`src/rtl/nn_fpga_top_if.sv`:
```
// Board-side pins of the digit classifier: Arduino header input and HEX0 seven-segment output.
interface nn_fpga_top_if;
    logic [15:0] ARDUINO_IO;
    logic [6:0]  HEX0;

    modport master (output ARDUINO_IO, input  HEX0);
    modport slave  (input  ARDUINO_IO, output HEX0);
endinterface

```
`src/rtl/nn_fpga_top.sv`:
```
// Board top of the FPGA digit classifier: serial frame capture into pixel RAM, inference, HEX0 display.
// Build option PRETRAINED_EN selects the real nn_core; otherwise an internal counting stub stands in.
module nn_fpga_top #(
    parameter int PIXELS      = 784,
    parameter int PIXEL_W     = 16,
    parameter int SYNC_STAGES = 2,
    parameter int TIMEOUT_CYC = 1_000_000
) (
    input  logic         CLOCK_50,
    input  logic [1:0]   KEY,
    nn_fpga_top_if.slave io
);
    localparam int AW = $clog2(PIXELS);
    localparam int BW = $clog2(PIXEL_W);
    localparam int TW = $clog2(TIMEOUT_CYC + 1);

    typedef enum logic [1:0] {IDLE, RECV, INFER, SHOW} state_t;

    logic clk, rst_n;
    assign clk   = CLOCK_50;
    assign rst_n = KEY[1];

    function automatic logic [6:0] seg7(input logic [3:0] d);
        case (d)
            4'd0:    seg7 = 7'h40;
            4'd1:    seg7 = 7'h79;
            4'd2:    seg7 = 7'h24;
            4'd3:    seg7 = 7'h30;
            4'd4:    seg7 = 7'h19;
            4'd5:    seg7 = 7'h12;
            4'd6:    seg7 = 7'h02;
            4'd7:    seg7 = 7'h78;
            4'd8:    seg7 = 7'h00;
            4'd9:    seg7 = 7'h10;
            default: seg7 = 7'h3F;
        endcase
    endfunction

    logic [SYNC_STAGES-1:0] sclk_sync_q, sdata_sync_q;
    logic                   sclk_prev_q;
    logic                   sclk_s, sdata_s, rise;

    always_ff @(posedge clk or negedge rst_n) begin
        if (!rst_n) begin
            sclk_sync_q  <= '0;
            sdata_sync_q <= '0;
            sclk_prev_q  <= 1'b0;
        end else begin
            sclk_sync_q  <= {sclk_sync_q[SYNC_STAGES-2:0], io.ARDUINO_IO[0]};
            sdata_sync_q <= {sdata_sync_q[SYNC_STAGES-2:0], io.ARDUINO_IO[1]};
            sclk_prev_q  <= sclk_s;
        end
    end

    assign sclk_s  = sclk_sync_q[SYNC_STAGES-1];
    assign sdata_s = sdata_sync_q[SYNC_STAGES-1];
    assign rise    = sclk_s & ~sclk_prev_q;

    state_t               state_q, state_d;
    logic [BW-1:0]        bit_cnt_q, bit_cnt_d;
    logic [AW-1:0]        px_cnt_q, px_cnt_d;
    logic [PIXEL_W-1:0]   shift_q, shift_d, shift_in;
    logic [TW-1:0]        tmo_q, tmo_d;
    logic                 start_q, start_d;
    logic [6:0]           hex_q, hex_d;
    logic                 wr_en;
    logic                 done;
    logic [3:0]           digit;
    logic [9:0]           rd_addr;
    logic [PIXEL_W-1:0]   rd_data_q;
    logic [PIXEL_W-1:0]   pix_ram_q [PIXELS];

    assign shift_in = {sdata_s, shift_q[PIXEL_W-1:1]};

    always_comb begin
        state_d   = state_q;
        bit_cnt_d = bit_cnt_q;
        px_cnt_d  = px_cnt_q;
        shift_d   = shift_q;
        tmo_d     = '0;
        start_d   = 1'b0;
        hex_d     = hex_q;
        wr_en     = 1'b0;
        case (state_q)
            // A rise out of IDLE or SHOW already carries frame bit 0.
            IDLE, SHOW: begin
                if (rise) begin
                    state_d   = RECV;
                    shift_d   = shift_in;
                    bit_cnt_d = BW'(1);
                    px_cnt_d  = '0;
                end
            end
            RECV: begin
                if (rise) begin
                    shift_d = shift_in;
                    if (bit_cnt_q == BW'(PIXEL_W - 1)) begin
                        wr_en     = 1'b1;
                        bit_cnt_d = '0;
                        if (px_cnt_q == AW'(PIXELS - 1)) begin
                            px_cnt_d = '0;
                            state_d  = INFER;
                            start_d  = 1'b1;
                        end else begin
                            px_cnt_d = px_cnt_q + AW'(1);
                        end
                    end else begin
                        bit_cnt_d = bit_cnt_q + BW'(1);
                    end
                end else if (tmo_q == TW'(TIMEOUT_CYC - 1)) begin
                    state_d   = IDLE;
                    bit_cnt_d = '0;
                    px_cnt_d  = '0;
                    shift_d   = '0;
                end else begin
                    tmo_d = tmo_q + TW'(1);
                end
            end
            INFER: begin
                if (done) begin
                    state_d = SHOW;
                    hex_d   = seg7(digit);
                end
            end
            default: state_d = IDLE;
        endcase
    end

    always_ff @(posedge clk or negedge rst_n) begin
        if (!rst_n) begin
            state_q   <= IDLE;
            bit_cnt_q <= '0;
            px_cnt_q  <= '0;
            shift_q   <= '0;
            tmo_q     <= '0;
            start_q   <= 1'b0;
            hex_q     <= 7'h7F;
        end else begin
            state_q   <= state_d;
            bit_cnt_q <= bit_cnt_d;
            px_cnt_q  <= px_cnt_d;
            shift_q   <= shift_d;
            tmo_q     <= tmo_d;
            start_q   <= start_d;
            hex_q     <= hex_d;
        end
    end

    // Write and read phases never overlap, so one simple dual-port RAM suffices.
    always_ff @(posedge clk) begin
        if (wr_en)
            pix_ram_q[px_cnt_q] <= shift_in;
        rd_data_q <= pix_ram_q[rd_addr[AW-1:0]];
    end

    assign io.HEX0 = hex_q;

`ifdef PRETRAINED_EN
    nn_core u_core (
        .clk       (clk),
        .rst_n     (rst_n),
        .start_i   (start_q),
        .rd_addr_o (rd_addr),
        .rd_data_i (rd_data_q),
        .done_o    (done),
        .digit_o   (digit)
    );
`else
    // Stub: done four cycles after start, digit counts completed frames mod 10.
    logic       busy_q;
    logic [1:0] cnt_q;
    logic [3:0] frames_q;

    assign done    = busy_q && (cnt_q == 2'd3);
    assign digit   = (frames_q == 4'd9) ? 4'd0 : frames_q + 4'd1;
    assign rd_addr = '0;

    always_ff @(posedge clk or negedge rst_n) begin
        if (!rst_n) begin
            busy_q   <= 1'b0;
            cnt_q    <= '0;
            frames_q <= '0;
        end else if (start_q) begin
            busy_q <= 1'b1;
            cnt_q  <= '0;
        end else if (busy_q) begin
            if (done) begin
                busy_q   <= 1'b0;
                frames_q <= digit;
            end else begin
                cnt_q <= cnt_q + 2'd1;
            end
        end
    end
`endif

    logic unused_ok;
    assign unused_ok = ^{KEY[0], io.ARDUINO_IO[15:2], rd_data_q, rd_addr};
endmodule

```
`src/flat_wrapper.sv`:
```
// flat-port wrapper written by rule: the top's interface ports become plain ports
module nn_fpga_top_flat 
#(
    parameter int PIXELS      = 784,
    parameter int PIXEL_W     = 16,
    parameter int SYNC_STAGES = 2,
    parameter int TIMEOUT_CYC = 1_000_000
)
  (CLOCK_50, KEY, io_ARDUINO_IO, io_HEX0);
  nn_fpga_top_if io_i ();
  input  logic CLOCK_50;
  input  logic [1:0] KEY;
  input wire logic [$bits(io_i.ARDUINO_IO)-1:0] io_ARDUINO_IO;
  output wire logic [$bits(io_i.HEX0)-1:0] io_HEX0;
  assign io_i.ARDUINO_IO = io_ARDUINO_IO;
  assign io_HEX0 = io_i.HEX0;
  nn_fpga_top #(.PIXELS(PIXELS), .PIXEL_W(PIXEL_W), .SYNC_STAGES(SYNC_STAGES), .TIMEOUT_CYC(TIMEOUT_CYC)) u_core (.CLOCK_50(CLOCK_50), .KEY(KEY), .io(io_i));
endmodule
```
`config.mk`:
```
export PLATFORM = sky130hd
export DESIGN_NAME = nn_fpga_top_flat
export DESIGN_NICKNAME = d
export VERILOG_FILES = /design/src/rtl/nn_fpga_top_if.sv /design/src/rtl/nn_fpga_top.sv /design/src/flat_wrapper.sv
export SDC_FILE = /design/constraint.sdc
export NUM_CORES = 1
export LEC_CHECK = 0
export BUFFER_PORTS_ARGS = -buffer_cell sky130_fd_sc_hd__buf_4
export CORE_MARGIN = 1.5
export CORE_UTILIZATION = 50
export DETAILED_ROUTE_END_ITERATION = 10
export GPL_ROUTABILITY_DRIVEN = 1
export GPL_TIMING_DRIVEN = 0
export PLACE_DENSITY = 0.69
export SLEW_MARGIN = 0
export SYNTH_ARGS = -nofsm -noshare
export SYNTH_HDL_FRONTEND = slang
export SYNTH_SLANG_ARGS = --single-unit
```
`constraint.sdc`:
```
create_clock -name CLOCK_50 -period 2.9 [get_ports CLOCK_50]
set_input_delay 0.145 -clock CLOCK_50 [delete_from_list [all_inputs] [get_ports CLOCK_50]]
set_output_delay 0.145 -clock CLOCK_50 [all_outputs]
set_load 0.03 [all_outputs]
```
Yosys cells after proc, flatten, opt, wreduce, memory -nomap -nowiden
Memory sizes are Yosys's and may differ from the RTL's. A register that Yosys moved wholly into a read port is not among the register bits.
Cells that the tools add are included.
{ "op_classes": {"addsub": 5, "n_eq_ne": 14, "muxes": 32, "n_bitwise": 3, "reduce_logical": 12} }
{ "ops": {"columns": ["op", "count"], "rows": [
  ["2-to-1 mux 20 bit", 3],
  ["2-to-1 mux 10 bit", 5],
  ["adder 20 x 1 -> 20 bit (second input constant)", 1],
  ["equality test 20 bit (second input constant)", 1],
  ["2-to-1 mux 4 bit", 5],
  ["one-hot mux 10 bit (2 select lines)", 1],
  ["2-to-1 mux 2 bit", 9],
  ["adder 10 x 1 -> 10 bit (second input constant)", 1],
  ["equality test 10 bit (second input constant)", 1],
  ["adder 4 x 1 -> 4 bit (second input constant)", 2],
  ["equality test 4 bit (second input constant)", 2],
  ["one-hot mux 4 bit (2 select lines)", 1],
  ["2-to-1 mux 1 bit", 7],
  ["equality test 2 bit (second input constant)", 3],
  ["inequality test 2 x 1 -> 1 bit (second input constant)", 3],
  ["inequality test 3 bit (second input constant)", 2],
  ["one-hot mux 2 bit (3 select lines)", 1],
  ["AND reduction 3 bit", 2],
  ["AND reduction 5 bit", 1],
  ["AND reduction 2 bit", 2],
  ["AND reduction 4 bit", 1],
  ["nonzero test 2 bit", 2],
  ["inequality test 3 x 1 -> 1 bit (second input constant)", 1],
  ["adder 2 x 1 -> 2 bit (second input constant)", 1],
  ["7 further kinds", 8]
]} }
{ "word_totals": {"ff_bits": 47, "romBits": 112, "elab_cells": 77, "mem_count": 1} }
{ "memory_table": {"columns": ["memory", "words", "width", "read_ports", "rd_clocked_by_memory_dff", "write_ports", "line", "source"], "rows": [
  ["(no name shown)", 16, 7, 1, 1, 0, "nn_fpga_top.sv:24", "case (d)"]
]} }

Depth between registers and ports, before layout
Gate-level depths: netlist (run 1).
{ "depth": {"word_depth": 5, "mapped_depth": 8, "ltp_nobuf": 7} }

Least setup slack after synthesis (run 1)
Ideal clock, no wire load.
{ "synth_path": {"kind": "register to register", "from": "reg u_core.px_cnt_q[5]", "to": "reg u_core.state_q[0]", "setup_time_ns": 0.138, "arrival_time_ns": 1.623, "setup_slack_ns": 1.139, "path_stages_with_launch": 7, "n_path_buf": 1, "period_less_slack_ns": 1.761, "cell_sequence": "dfrtp_1 buf_6 or3b_1 or3_4 nor3_2 o31ai_1 mux2i_1"} }
{ "synth_via": {"elab_chain_cells": 3} }
{ "synth_lines": {"columns": ["element", "line", "source"], "rows": [
  ["start, declared", "nn_fpga_top.sv:61", "logic [AW-1:0] px_cnt_q, px_cnt_d;"],
  ["start signal, assigned", "nn_fpga_top.sv:141", "px_cnt_q <= px_cnt_d;"],
  ["equality test 10 bit", "nn_fpga_top.sv:100", "if (px_cnt_q == AW'(PIXELS - 1)) begin"],
  ["inequality test 3 bit (no source line)", null, null],
  ["AND reduction 5 bit (no source line)", null, null],
  ["end signal, assigned", "nn_fpga_top.sv:139", "state_q <= state_d;"],
  ["end, declared", "nn_fpga_top.sv:59", "state_t state_q, state_d;"]
]} }
Every way passes these cells.
A chain may end at the register's enable or synchronous reset.

Worst setup path in the final report (run 1)
{ "layout_path": {"from": "reg u_core.tmo_q[0]", "to": "reg u_core.px_cnt_q[6]"} }
{ "layout_via": {"elab_chain_cells": 3} }
{ "layout_lines": {"columns": ["element", "line", "source"], "rows": [
  ["start, declared", "nn_fpga_top.sv:63", "logic [TW-1:0] tmo_q, tmo_d;"],
  ["start signal, assigned", "nn_fpga_top.sv:143", "tmo_q <= tmo_d;"],
  ["equality test 20 bit", "nn_fpga_top.sv:110", "end else if (tmo_q == TW'(TIMEOUT_CYC - 1)) begin"],
  ["inequality test 3 x 1 -> 1 bit (no source line)", null, null],
  ["AND reduction 4 bit (no source line)", null, null]
]} }
Every way passes these cells.

==> flow_summary.toml, run 1 <==
[status]
status = "complete, no violations"

[placement]
gp_congestion = 0.8103
dp_slack_ns = 0.7999
port_buffers = 9
dpl.hpwl_um = 3287
placedInstanceArea_um2 = 2942
dpl.cell_count = 366

[finish]
fin_area_um2 = 3055
final_cells = 376
fin_nets = 332
diodes = 0
drive_gt1_share_pct = 10.78
area_growth_pct = 9.654

[clock_tree]
cts_hold_buf = 2
cts_max_level = 2
clock-sinks = 54
cts_inserted_buffers = 5
cts_root_buf = "clkbuf_8"
clock_path_buffers = 2
cts_tree = "done"
clkSlewWorstSetupHoldPaths_ns = 0.10
postCtsSetupRepairBufs = 0
clock_latency_ns = 0.32
ctsResizeCount = 0

[sta]
finalHoldViolCount = 0
final.period_utilization_pct = 74.79
max_freq_ghz = 0.4611
setup_tns_ns = 0
final_max_slew_viol_count = 0
fin_ws_ns = 0.7311
worst_clock_skew_ns = 0.01414
setup-violations-final = 0
tightest_slew_ns = 0.6670
relSlewSlack_pct = 55.53
rsz0062_at_grt = "false"
min_period_ns = 2.169

[global_routing]
grt_first_pass_wirelength_um = 8597
grt_overflow = 0
track_usage_pct = 17.93
antenna_found_initial = 0
grt_pass1_vias = 1912
grt_start_max_net_pins = 55

[routing]
drt_pass1_iterations = 4
drtIter0Drc = 88
ant_nets = 0
routed_via_density = 5.404
drt-wirelength-per-cell_um = 12.57
num_vias = 2032
wl_um = 4728
drc_errors = 0

[synth]
ys.flop_type = "dfrtp_1"
yosysMostFrequentCell = "dfrtp_1"
syn_area_um2 = 2786
synth_cells = 287
synth_commonest_cells = "dfrtp_1, nor2_1, nand2_1"
synth-edff-count = 0
yosysSeqAreaShare_pct = 48.81
async_flop_share_pct = 100.0
synth_top_area_share_pct = 42.21
syn-num-nets = 314
synth_cell_types = 47
synthTopCellsByArea = "dfrtp_1, dfstp_2, xor2_1, nor2_1, ha_1"
yosys.area.top_type = "dfrtp_1"
yosys_register_bits = 54
ys_warn_count = 0
avgSynthCellArea_um2 = 9.709

[floorplan]
dieArea_um2 = 6030
start_util_pct = 53.20
die_width_um = 77.65
die_y_um = 77.65
rows = 26
io_pins = 26
coreArea_um2 = 5238

[critical_path]
critical_path_class = "flip-flop to flip-flop"
cp-start-kind = "flip-flop"
path_max_fanout = 10
slowest_stage = "nor4_1"
cp.arrival_ns = 2.36
slowest_delay_ns = 0.49
critPathBufInv = 1
worstSetupEndpointType = "flip-flop"
cp_cell_sequence = "ha_1, nand4_1, nor4_1, a31oi_1, clkbuf_1, o21ai_0, o31ai_1"
required_ns = 3.09
cp_top_family = "simple AND/OR/NAND/NOR gates"

[worst_hold_path]
hold_path_class = "flip-flop to flip-flop"

[pwr]
power.total_w = 0.001692
cellPowerDensity_nw_per_um2 = 553.8
ir_drop_uv = 304.6
p_leak_nw = 1.373

[flow_run]
max-cap-violations = 0
## layout make-up
cell class,count,area (µm²)
Fill cell,469,2182
Sequential cell,54,1360
Multi-Input combinational cell,212,1336
Timing Repair Buffer,11,87.58
Tap cell,70,87.58
Clock buffer,5,68.82
Buffer,11,52.55
Inverter,10,37.54
Clock inverter,3,25.02
## stage by stage
| stage | utilization, % | hold WS, ns |
|---|---|---|
| final | 58.34 | 0.3591 |
| after global routing | 58.34 | 0.3803 |
| after CTS | 58.34 | 0.3592 |
| after detailed placement | 56.16 | 0.2321 |
| after global placement | 56.16 | 0.2283 |
| after floorplan | - | -0.1506 |
## power by group
group	internal (W)	total [W]	switching [W]
Clock	0.000175	0.000441	0.000266
Combinational	0.000156	0.000401	0.000245
Sequential	0.000807	0.000850	0.0000436
## registers in the layout, summed over array words and instances (netlist names), 2 cells and up
signal / flops
u_core.io.HEX0: 7
u_core.frames_q: 4
u_core.state_q: 2
u_core.px_cnt_q: 10
u_core.bit_cnt_q: 4
u_core.sclk_sync_q: 2
u_core.tmo_q: 20
u_core.cnt_q: 2
## path summary, 6_finish.rpt
check	from	endpoint	slack [ns]	cells past startpoint
max	u_core.tmo_q[0]	u_core.px_cnt_q[6]	0.73	7
max in group asynchronous	KEY[1]	u_core.tmo_q[3]	2.05	2
min	u_core.sclk_sync_q[0]	u_core.sclk_sync_q[1]	0.36	0
min reg2reg	u_core.sclk_sync_q[0]	u_core.sclk_sync_q[1]	0.36	0
max reg2reg	u_core.tmo_q[0]	u_core.px_cnt_q[6]	0.73	7
min in group asynchronous	KEY[1]	u_core.tmo_q[7]	0.40	2
## layer usage
layer,track usage [%],vias to the layer above,wire (µm)
met1,24.53,952,2459
met2,27.39,28,2050
met5,0,-,0
li1,-,1046,-
met4,7.455,0,78
met3,4.000,6,139
## worst register-to-register path, cell delays in order, from the launching register on
cell and delay [ns]:
dfrtp_1 0.40, ha_1 0.24, nand4_1 0.15, nor4_1 0.49, a31oi_1 0.21, clkbuf_1 0.25, o21ai_0 0.21, o31ai_1 0.09
## placed cells by master (no fill, tap or decap), types with 3 or more instances in the layout
cell / n
a31oi_1: 6
and3_1: 10
xnor2_1: 8
o31ai_1: 7
nand3_1: 14
a21o_1: 5
mux2i_1: 4
nand2_1: 26
inv_1: 10
nand2b_1: 7
o21ai_0: 19
xor2_1: 15
buf_4: 9
dfstp_2: 7
clkbuf_8: 5
nor2b_1: 3
nand4_1: 6
nor3b_1: 4
dfrtp_1: 47
nor3_1: 6
nor2_1: 33
ha_1: 8
a21oi_1: 5
clkbuf_1: 5
## cell families (layout without fill, tap and decap cells)
kind of cell | after synthesis | in the layout | synth area share, %
compound gates | 55 | 55 | 12.89
flops | 54 | 54 | 48.81
mux | 4 | 4 | 1.437
simple gates | 122 | 122 | 22.81
buf+inv | 21 | 40 | 3.233
fa+ha+maj | 8 | 8 | 3.592
xor+xnor | 23 | 23 | 7.230
(Power assumes the default switching activity.)
==> run 2: changes to the inputs <==
--- a/config.mk
+++ b/config.mk
@@ -11,7 +11,7 @@
 export DETAILED_ROUTE_END_ITERATION = 10
 export GPL_ROUTABILITY_DRIVEN = 1
 export GPL_TIMING_DRIVEN = 0
-export PLACE_DENSITY = 0.69
+export PLACE_DENSITY = 0.72
 export SLEW_MARGIN = 0
 export SYNTH_ARGS = -nofsm -noshare
 export SYNTH_HDL_FRONTEND = slang
==> constraint.sdc (replaced) <==
create_clock -name CLOCK_50 -period 1.8 [get_ports CLOCK_50]
set_input_delay 0.09 -clock CLOCK_50 [delete_from_list [all_inputs] [get_ports CLOCK_50]]
set_output_delay 0.09 -clock CLOCK_50 [all_outputs]
set_load 0.03 [all_outputs]
==> run 2 against run 1 <==
  * Worst hold slack got worse by 0.014 ns
  * Setup slack worse by 0.70 ns
  * Flip-flop and latch count did not move
  * Critical path type unchanged
  * Critical endpoint is now u_core.px_cnt_q[7]
==> flow_summary.toml, run 2 (synthesis gave the netlist of run 1 again) <==
[clock_tree]
cts_root_buf = "clkbuf_8"
clock-sinks = 54
cts_inserted_buffers = 5
cts_max_level = 2
clock_path_buffers = 2
clkSlewWorstSetupHoldPaths_ns = 0.10
cts_tree = "done"
clock_latency_ns = 0.31

[finish]
layout_commonest_cell = "dfrtp_1"
top_register = "u_core.tmo_q"
largest_reg_flops = 20
layout_common_cells = "dfrtp_1, nor2_1, nand2_1, buf_4, xor2_1"
drive_gt1_share_pct = 21.56
fin_area_um2 = 3327
area_growth_pct = 19.40
diodes = 0
fin_nets = 346
num-fill-cells = 444

[global_routing]
antenna_found_initial = 0
grt_start_max_net_pins = 55
grt_first_pass_wirelength_um = 8997
grt_overflow = 0
grt_pass1_vias = 2011
track_usage_pct = 18.60

[sta]
tightest_slew_ns = 0.6706
relSlewSlack_pct = 55.29
holdWs_ns = 0.3447
setup-violations-final = 0
final_max_slew_viol_count = 0
worst_clock_skew_ns = 0.01283
finalHoldViolCount = 0
max_freq_ghz = 0.5641
rsz0062_at_grt = "true"
min_period_ns = 1.773
fin_ws_ns = 0.02738
final.period_utilization_pct = 98.48

[routing]
drc_errors = 0
drtIter0Drc = 110
drt-wirelength-per-cell_um = 13.91
drt_pass1_iterations = 4
ant_nets = 0
routed_via_density = 5.572
num_vias = 2173
wl_um = 5424

[placement]
port_buffers = 9
dpl.hpwl_um = 3469
gp_congestion = 0.8115
placedInstanceArea_um2 = 2942
dp_slack_ns = -0.2655

[critical_path]
r2r_end = "u_core.px_cnt_q[7]"
cp-start-kind = "flip-flop"
critPathBufInv = 2
endpoint = "u_core.px_cnt_q[7]"
path_depth = 6
cp_top_family = "simple AND/OR/NAND/NOR gates"
cp_cell_sequence = "buf_6, or3b_4, or3_4, nand4_1, buf_4, o31ai_1"
required_ns = 2.00
reg2regPathDepth = 6
slowest_stage = "or3b_4"
timing.rr.start = "u_core.px_cnt_q[5]"
path_max_fanout = 9
critical_path_class = "flip-flop to flip-flop"
cp.arrival_ns = 1.97
startpoint = "u_core.px_cnt_q[5]"
slowest_delay_ns = 0.39
worstSetupEndpointType = "flip-flop"
r2r_slack_ns = 0.03

[floorplan]
rows = 26
die_y_um = 77.65
start_util_pct = 53.20
die_width_um = 77.65
coreArea_um2 = 5238
io_pins = 26
dieArea_um2 = 6030

[pwr]
cellPowerDensity_nw_per_um2 = 922.0
ir_drop_uv = 594.8
p_leak_nw = 1.493

[flow_run]
max-cap-violations = 0

[worst_hold_path]
hold_path_class = "input port to asynchronous set/reset pin"

[status]
status = "complete, no violations"
[run 2: cell types whose count changed in the layout (fill, tap and decap cells not counted), moves of 2 or more]
cell | before | now
buf_2 | 2 | 0
buf_4 | 9 | 23
buf_6 | 1 | 3
dfrtp_1 | 47 | 45
dfrtp_2 | 0 | 2
ha_1 | 8 | 4
ha_4 | 0 | 3
o21ai_0 | 19 | 9
o21ai_1 | 0 | 5
o21ai_2 | 0 | 5
o31ai_1 | 7 | 4
o31ai_2 | 1 | 3
[run 2: routing by layer]
layer	up-vias	GRT usage, %	wire length (µm)
met1	1050	24.79	2618
met4	0	6.364	86
li1	1076	-	-
met3	10	3.882	170
met2	37	30.00	2547
met5	-	0	0
[run 2: metrics by stage]
stage	std cells	util (%)	setup TNS [ns]	total power [W]
3_3_place_gp	366	56.16	-5.558	0.002033
6_report	390	63.52	0	0.003067
5_1_grt	390	63.52	-0.7269	0.003266
4_1_cts	380	59.77	0	0.002852
3_5_place_dp	366	56.16	-4.734	0.002056
2_1_floorplan	287	-	0	0.001885
[run 2: worst min-delay path by stage]
stage / end / slack (ns) / cells past startpoint
floorplan: u_core.bit_cnt_q[0] / -0.21 / 0
global placement: u_core.frames_q[0] / 0.17 / 1
detailed placement: u_core.frames_q[0] / 0.18 / 1
CTS: u_core.sclk_sync_q[1] / 0.36 / 0
global route: u_core.sclk_sync_q[1] / 0.38 / 0
finish: u_core.frames_q[0] / 0.34 / 2
[run 2: worst register-to-register path: cells and delay by family, from the launching register on]
kind / cells / cell delay [ns]
DFF: 1 / 0.38
buffers and inverters: 2 / 0.31
AOI/OAI and AO/OA: 1 / 0.08
and+or+nand+nor: 3 / 0.90
[run 2: power by group]
part / switching [W] / internal (W) / total [W]
clock network: 0.000410 / 0.000318 / 0.000728
registers: 0.0000764 / 0.00130 / 0.00138
logic: 0.000510 / 0.000453 / 0.000964
[run 2: area by class of cell]
class	count	area, µm²	area share (%)
Clock inverter	2	16.27	0.4889
Tap cell	70	87.58	2.633
Clock buffer	6	82.58	2.482
Multi-Input combinational cell	212	1471	44.23
Buffer	11	76.32	2.294
Inverter	10	37.54	1.128
Sequential cell	54	1363	40.96
Timing Repair Buffer	25	192.7	5.792
[run 2: repair_timing]
| item | in CTS | in global routing |
|---|---|---|
| hold buffers | 2 | 0 |
| setup buffers | 4 | 10 |
| pin swaps | 5 | 10 |
| resized for setup | 13 | 33 |
| endpoints found under the setup margin | 33 | 25 |
| hold endpoints to repair | 48 | 0 |
